$ cat config.mk
export PLATFORM = sky130hd
export DESIGN_NAME = powlib_busarb
export DESIGN_NICKNAME = d
export VERILOG_FILES = /design/src/rtl/powlib_busarb.sv
export SDC_FILE = /design/constraint.sdc
export NUM_CORES = 1
export LEC_CHECK = 0
export ABC_AREA = 1
export CAP_MARGIN = 20
export CELL_PAD_IN_SITES_DETAIL_PLACEMENT = 1
export CELL_PAD_IN_SITES_GLOBAL_PLACEMENT = 1
export CORE_MARGIN = 2
export CORE_UTILIZATION = 30
export CTS_CLUSTER_DIAMETER = 40
export DETAILED_ROUTE_END_ITERATION = 10
export PLACE_DENSITY = 0.78
export SLEW_MARGIN = 20
export SYNTH_ARGS = -nofsm -noshare
export SYNTH_HDL_FRONTEND = slang
export SYNTH_SLANG_ARGS = --single-unit
export TNS_END_PERCENT = 20
$ cat constraint.sdc
create_clock -name clk -period 2.5 [get_ports clk]
set_input_delay 0.375 -clock clk [delete_from_list [all_inputs] [get_ports clk]]
set_output_delay 0.375 -clock clk [all_outputs]
set_load 0.01 [all_outputs]
$ cat src/rtl/powlib_busarb.sv
// powlib_busarb: round-robin arbiter merging B_WRS masters onto one FIFO write port, with optional burst hold
module powlib_busarb #(
    parameter int B_WRS = 4,
    parameter int B_AW = 2,
    parameter int B_DW = 4,
    parameter int HOLD = 1
) (
    input  logic                  clk,
    input  logic                  rst,
    input  logic [B_WRS*B_DW-1:0] wrdatas,
    input  logic [B_WRS*B_AW-1:0] wraddrs,
    input  logic [B_WRS-1:0]      wrvlds,
    output logic [B_WRS-1:0]      wrrdys,
    output logic [B_DW-1:0]       rddata,
    output logic [B_AW-1:0]       rdaddr,
    output logic                  rdvld,
    input  logic                  rdnf
);
    localparam int PW = (B_WRS > 1) ? $clog2(B_WRS) : 1;
    localparam int CW = (HOLD > 0) ? $clog2(HOLD + 1) : 1;
    typedef enum logic {ARB, LOCK} state_t;
    state_t state_q, state_d;
    logic [PW-1:0] ptr_q, ptr_d, own_q, own_d, idx, win, cur;
    logic [CW-1:0] cnt_q, cnt_d;
    logic [B_WRS-1:0] gnt;
    logic found, xfer, rdvld_q, rdvld_d;
    logic [B_DW-1:0] rddata_q, rddata_d;
    logic [B_AW-1:0] rdaddr_q, rdaddr_d;

    function automatic logic [PW-1:0] inc(input logic [PW-1:0] p);
        return (p == PW'(B_WRS - 1)) ? '0 : p + 1'b1;
    endfunction

    always_comb begin
        idx = ptr_q;
        found = 1'b0;
        win = ptr_q;
        for (int j = 0; j < B_WRS; j++) begin
            if (!found && wrvlds[idx]) begin
                found = 1'b1;
                win = idx;
            end
            idx = inc(idx);
        end
        cur = (state_q == LOCK) ? own_q : win;
        gnt = ((state_q == LOCK) ? wrvlds[own_q] : found) ? B_WRS'(1) << cur : '0;
        wrrdys = (rst || rdnf) ? '0 : gnt;
        xfer = |wrrdys;
        rdvld_d = xfer;
        rddata_d = rddata_q;
        rdaddr_d = rdaddr_q;
        for (int i = 0; i < B_WRS; i++) begin
            if (wrrdys[i]) begin
                rddata_d = wrdatas[i*B_DW +: B_DW];
                rdaddr_d = wraddrs[i*B_AW +: B_AW];
            end
        end
        state_d = state_q;
        ptr_d = ptr_q;
        own_d = own_q;
        cnt_d = cnt_q;
        if (state_q == ARB) begin
            if (xfer && HOLD == 1) ptr_d = inc(win);
            else if (xfer) begin
                state_d = LOCK;
                own_d = win;
                cnt_d = CW'(1);
            end
        end else if (!rdnf) begin
            // owner dropping valid releases the grant with a single bubble cycle
            if (wrvlds[own_q]) cnt_d = cnt_q + 1'b1;
            if (!wrvlds[own_q] || cnt_q + 1'b1 == CW'(HOLD)) begin
                state_d = ARB;
                ptr_d = inc(own_q);
            end
        end
    end

    always_ff @(posedge clk) begin
        if (rst) begin
            state_q <= ARB;
            ptr_q <= '0;
            own_q <= '0;
            cnt_q <= '0;
            rdvld_q <= 1'b0;
            rddata_q <= '0;
            rdaddr_q <= '0;
        end else begin
            state_q <= state_d;
            ptr_q <= ptr_d;
            own_q <= own_d;
            cnt_q <= cnt_d;
            rdvld_q <= rdvld_d;
            rddata_q <= rddata_d;
            rdaddr_q <= rdaddr_d;
        end
    end

    assign rdvld = rdvld_q;
    assign rddata = rddata_q;
    assign rdaddr = rdaddr_q;
endmodule

==> metrics.md <==
| Metric | Value |
|---|---|
| CP Max Fanout | 4 |
| Cell area power density | about 570 nW/um^2 |
| # placed instances | roughly 300 |
| Final Hold Viols | 0 |
| Clock root buffer | clkbuf_8 |
| Util after Layout | 49.1% |
| Final Max Slew Viols | 0 |
| Crit path cell chain | ha_4 -> buf_4 -> nand3_1 -> nand2_1 -> nand2_2 -> inv_4 -> nand2_4 -> nand2_1 -> nand2_2 -> nand2_2 -> nand3_4 -> nor2_8 -> nand2_4 -> inv_1 -> buf_2 |
| Synth-to-layout area growth | 58.7% |
| Critical Path End Type | output pin |
| Io pins | between 40 and 50 |
| RSZ-0062 raised after global routing | yes |
| WS Path Type | reg -> out |
| Maximum vdd drop | approximately 0.00031 V |
| Antenna-violating nets left | 0 |
| Largest net degree at the start of global routing | 13 |
| Area after DPL | around 1800 sq um |
| Fill cells | approximately 550 |
| Worst path arrival time | just over 2 ns |
| Core ar. | approximately 4000 sq um |
| Via Count | 1,457 |
| TritonCTS Buffers | 3 |
| Site Rows | 23 |
| Final Cell Area | just under 2000 sq um |
| Post-layout total power | around 1.1 mW |
| Sink Count | 11 |
| Number of global-route vias before repair | about 1,500 |
| GRT overflow | 0 |
| Routed vias/inst | 4.65 |
| Post-Synthesis Cells | 196 |
| Clk slew on worst S/H paths | roughly 0.05 ns |
| IO Port Bufs | 41 |
| Status | complete, no violations |
| Clock Path Buffers | 2 |
| Dpl hpwl | 3.18 mm |
| Remaining DRCs | 0 |
| Clock tree from TritonCTS | done |
| Total Routed Length | 4.10 mm |
| Fraction of layout instances using a drive strength above 1 | between 30% and 40% |
| Fmax | 409 MHz |
| Drt pass-1 iters | 3 |
| WL/cell | between 10 and 15 microns |
| Fin Setup TNS | 0 ns |
| Pleak | 0.986 nW |
| Initial Util | between 30% and 40% |
| Worst-Margin Slew | around 0.36 ns |
| # diodes | 0 |
| Global Route Usage Sum | between 10% and 20% |
| Die area | 4620 sq um |
| WP data required | 2.12 ns |
| Die W | about 68 microns |
| Distinct cells, synth | 28 |
| Seq/Total Area, Yosys | about 18% |
| Worst min path class | reg -> reg |
| Register bit total from synthesis | 11 |
| Antenna violations before repair | 0 |
| Mapped cell area | between 1000 and 1500 sq um |
| Top cell by count, worst path | nand2_2 |
| Final setup violation count | 0 |
| Ys Warns | 0 |
| Max H-tree Level | 1 |
| Layout Nets | approximately 300 |
| Clk_lat worst skew | about 0.24 ns |
| Max-cap violation count | 0 |
| Die H | 68.0 microns |
| Gpl congestion | ~0.86 |
| Crit-path slowest cell | dfxtp_2 |
| Max incr delay on CP | roughly 0.34 ns |
| First-pass GRT wire length | roughly 6.4 mm |
| Final period util | a little over nine tenths |
| Worst Clk Skew | 0.00256 ns |
| Fin crit period | about 2.4 ns |
| Slew HR | roughly 76% |
| DR iter-0 viols | 20 |
| Syn_nets | approximately 230 |
| Non-filler cells, final | roughly 310 |
| Startpoint Class | flip-flop |
| Avg Cell Area, Syn | 6.27 sq um |
[kinds of logic after synthesis]
family	after synthesis	share of synthesized area (%)
and+or+nand+nor	119	52.7
buffers and inverters	40	14.5
AOI/OAI and AO/OA	25	13.8
DFF	11	17.9
adders and majority gates	1	1.02
[power breakdown]
part           internal [mW]  switching [mW]  total (mW)
logic                  0.333           0.400       0.732
registers              0.191          0.0102       0.201
clock network          0.112          0.0677       0.180
total                  0.636           0.478        1.11
[cell usage after synthesis]
master	count	area, sq um
buf_4	1	7.51
nor2_8	2	40.0
inv_6	1	8.76
buf_2	1	5.00
nor2_4	2	22.5
a21oi_4	1	16.3
buf_6	2	22.5
nor3b_1	1	7.51
a21oi_1	13	65.1
a211oi_1	1	7.51
inv_2	5	18.8
inv_1	28	105
a21oi_2	7	61.3
nor3_1	1	5.00
nand2_2	14	87.6
o21ai_0	1	5.00
dfxtp_1	11	220
inv_4	1	6.26
nand3_1	25	125
ha_1	1	12.5
buf_1	1	3.75
nand3_2	4	40.0
a31oi_1	1	6.26
o21ai_2	1	8.76
nand2_1	56	210
nand2_4	4	45.0
nand3_4	2	35.0
nor2_1	8	30.0
[repair_timing]
item,4_1_cts,5_1_grt
setup endpoints to repair,4,8
cloned,0,0
gates resized for setup,20,13
pin swaps,2,6
setup buffers,0,6
hold buffers,0,0
[layer usage]
metal	part of all wire (%)	vias to the layer above	global-route usage, %
met5	0	-	0
met4	0.49	0	2.25
met3	5.2	5	5.59
met2	54	36	34.0
met1	40	665	21.1
li1	-	751	-
[stage by stage]
stage | hold slack [ns] | setup slack (ns)
final | 0.474 | 0.0549
after global placement | 0.467 | -0.334
after global routing | 0.502 | -0.0740
after CTS | 0.479 | -0.0112
after detailed placement | 0.466 | -0.361
after floorplan | 0.486 | 0.355
[layout by cell type (no fill, tap or decap), drive strengths merged]
| master | instances |
|---|---|
| nor2 | 12 |
| nand3 | 31 |
| inv | 35 |
| o21ai | 2 |
| a31oi | 1 |
| dfxtp | 11 |
| buf | 30 |
| nand2 | 74 |
| clkdlybuf4s50 | 33 |
| a21oi | 21 |
| nor3 | 1 |
| nor3b | 1 |
| clkbuf | 5 |
| dlygate4sd2 | 3 |
| a211oi | 1 |
| ha | 1 |
| dlymetal6s2s | 1 |
[cell type report]
type / count / area [sq um] / area share (%)
Inverter: 35 / 141 / 7.25
Tap cell: 50 / 62.6 / 3.21
Sequential cell: 11 / 223 / 11.4
Timing Repair Buffer: 68 / 612 / 31.4
Multi-Input combinational cell: 145 / 866 / 44.4
Clock buffer: 4 / 45.0 / 2.31
[critical path, delay by kind of cell (launching register included)]
| family | cells | cell delay, ns |
|---|---|---|
| and+or+nand+nor | 10 | 0.81 |
| buffers and inverters | 4 | 0.38 |
| DFF | 1 | 0.34 |
| adders and majority gates | 1 | 0.29 |
[final timing paths]
path                  start   endpoint  slack [ns]  cells past startpoint
hold / removal    rddata[1]  rddata[1]        0.47                      2
setup / recovery   ptr_q[0]  wrrdys[1]        0.05                     15
setup reg to reg   ptr_q[0]  rdaddr[1]        0.14                     19
hold reg to reg   rddata[1]  rddata[1]        0.47                      2
[registers in the layout, indices dropped and copies added, names as in the netlist]
signal / cells
rddata: 4
ptr_q: 2
rdaddr: 2
state_q: 1
cnt_q: 1
rdvld: 1
(Power assumes the default switching activity.)
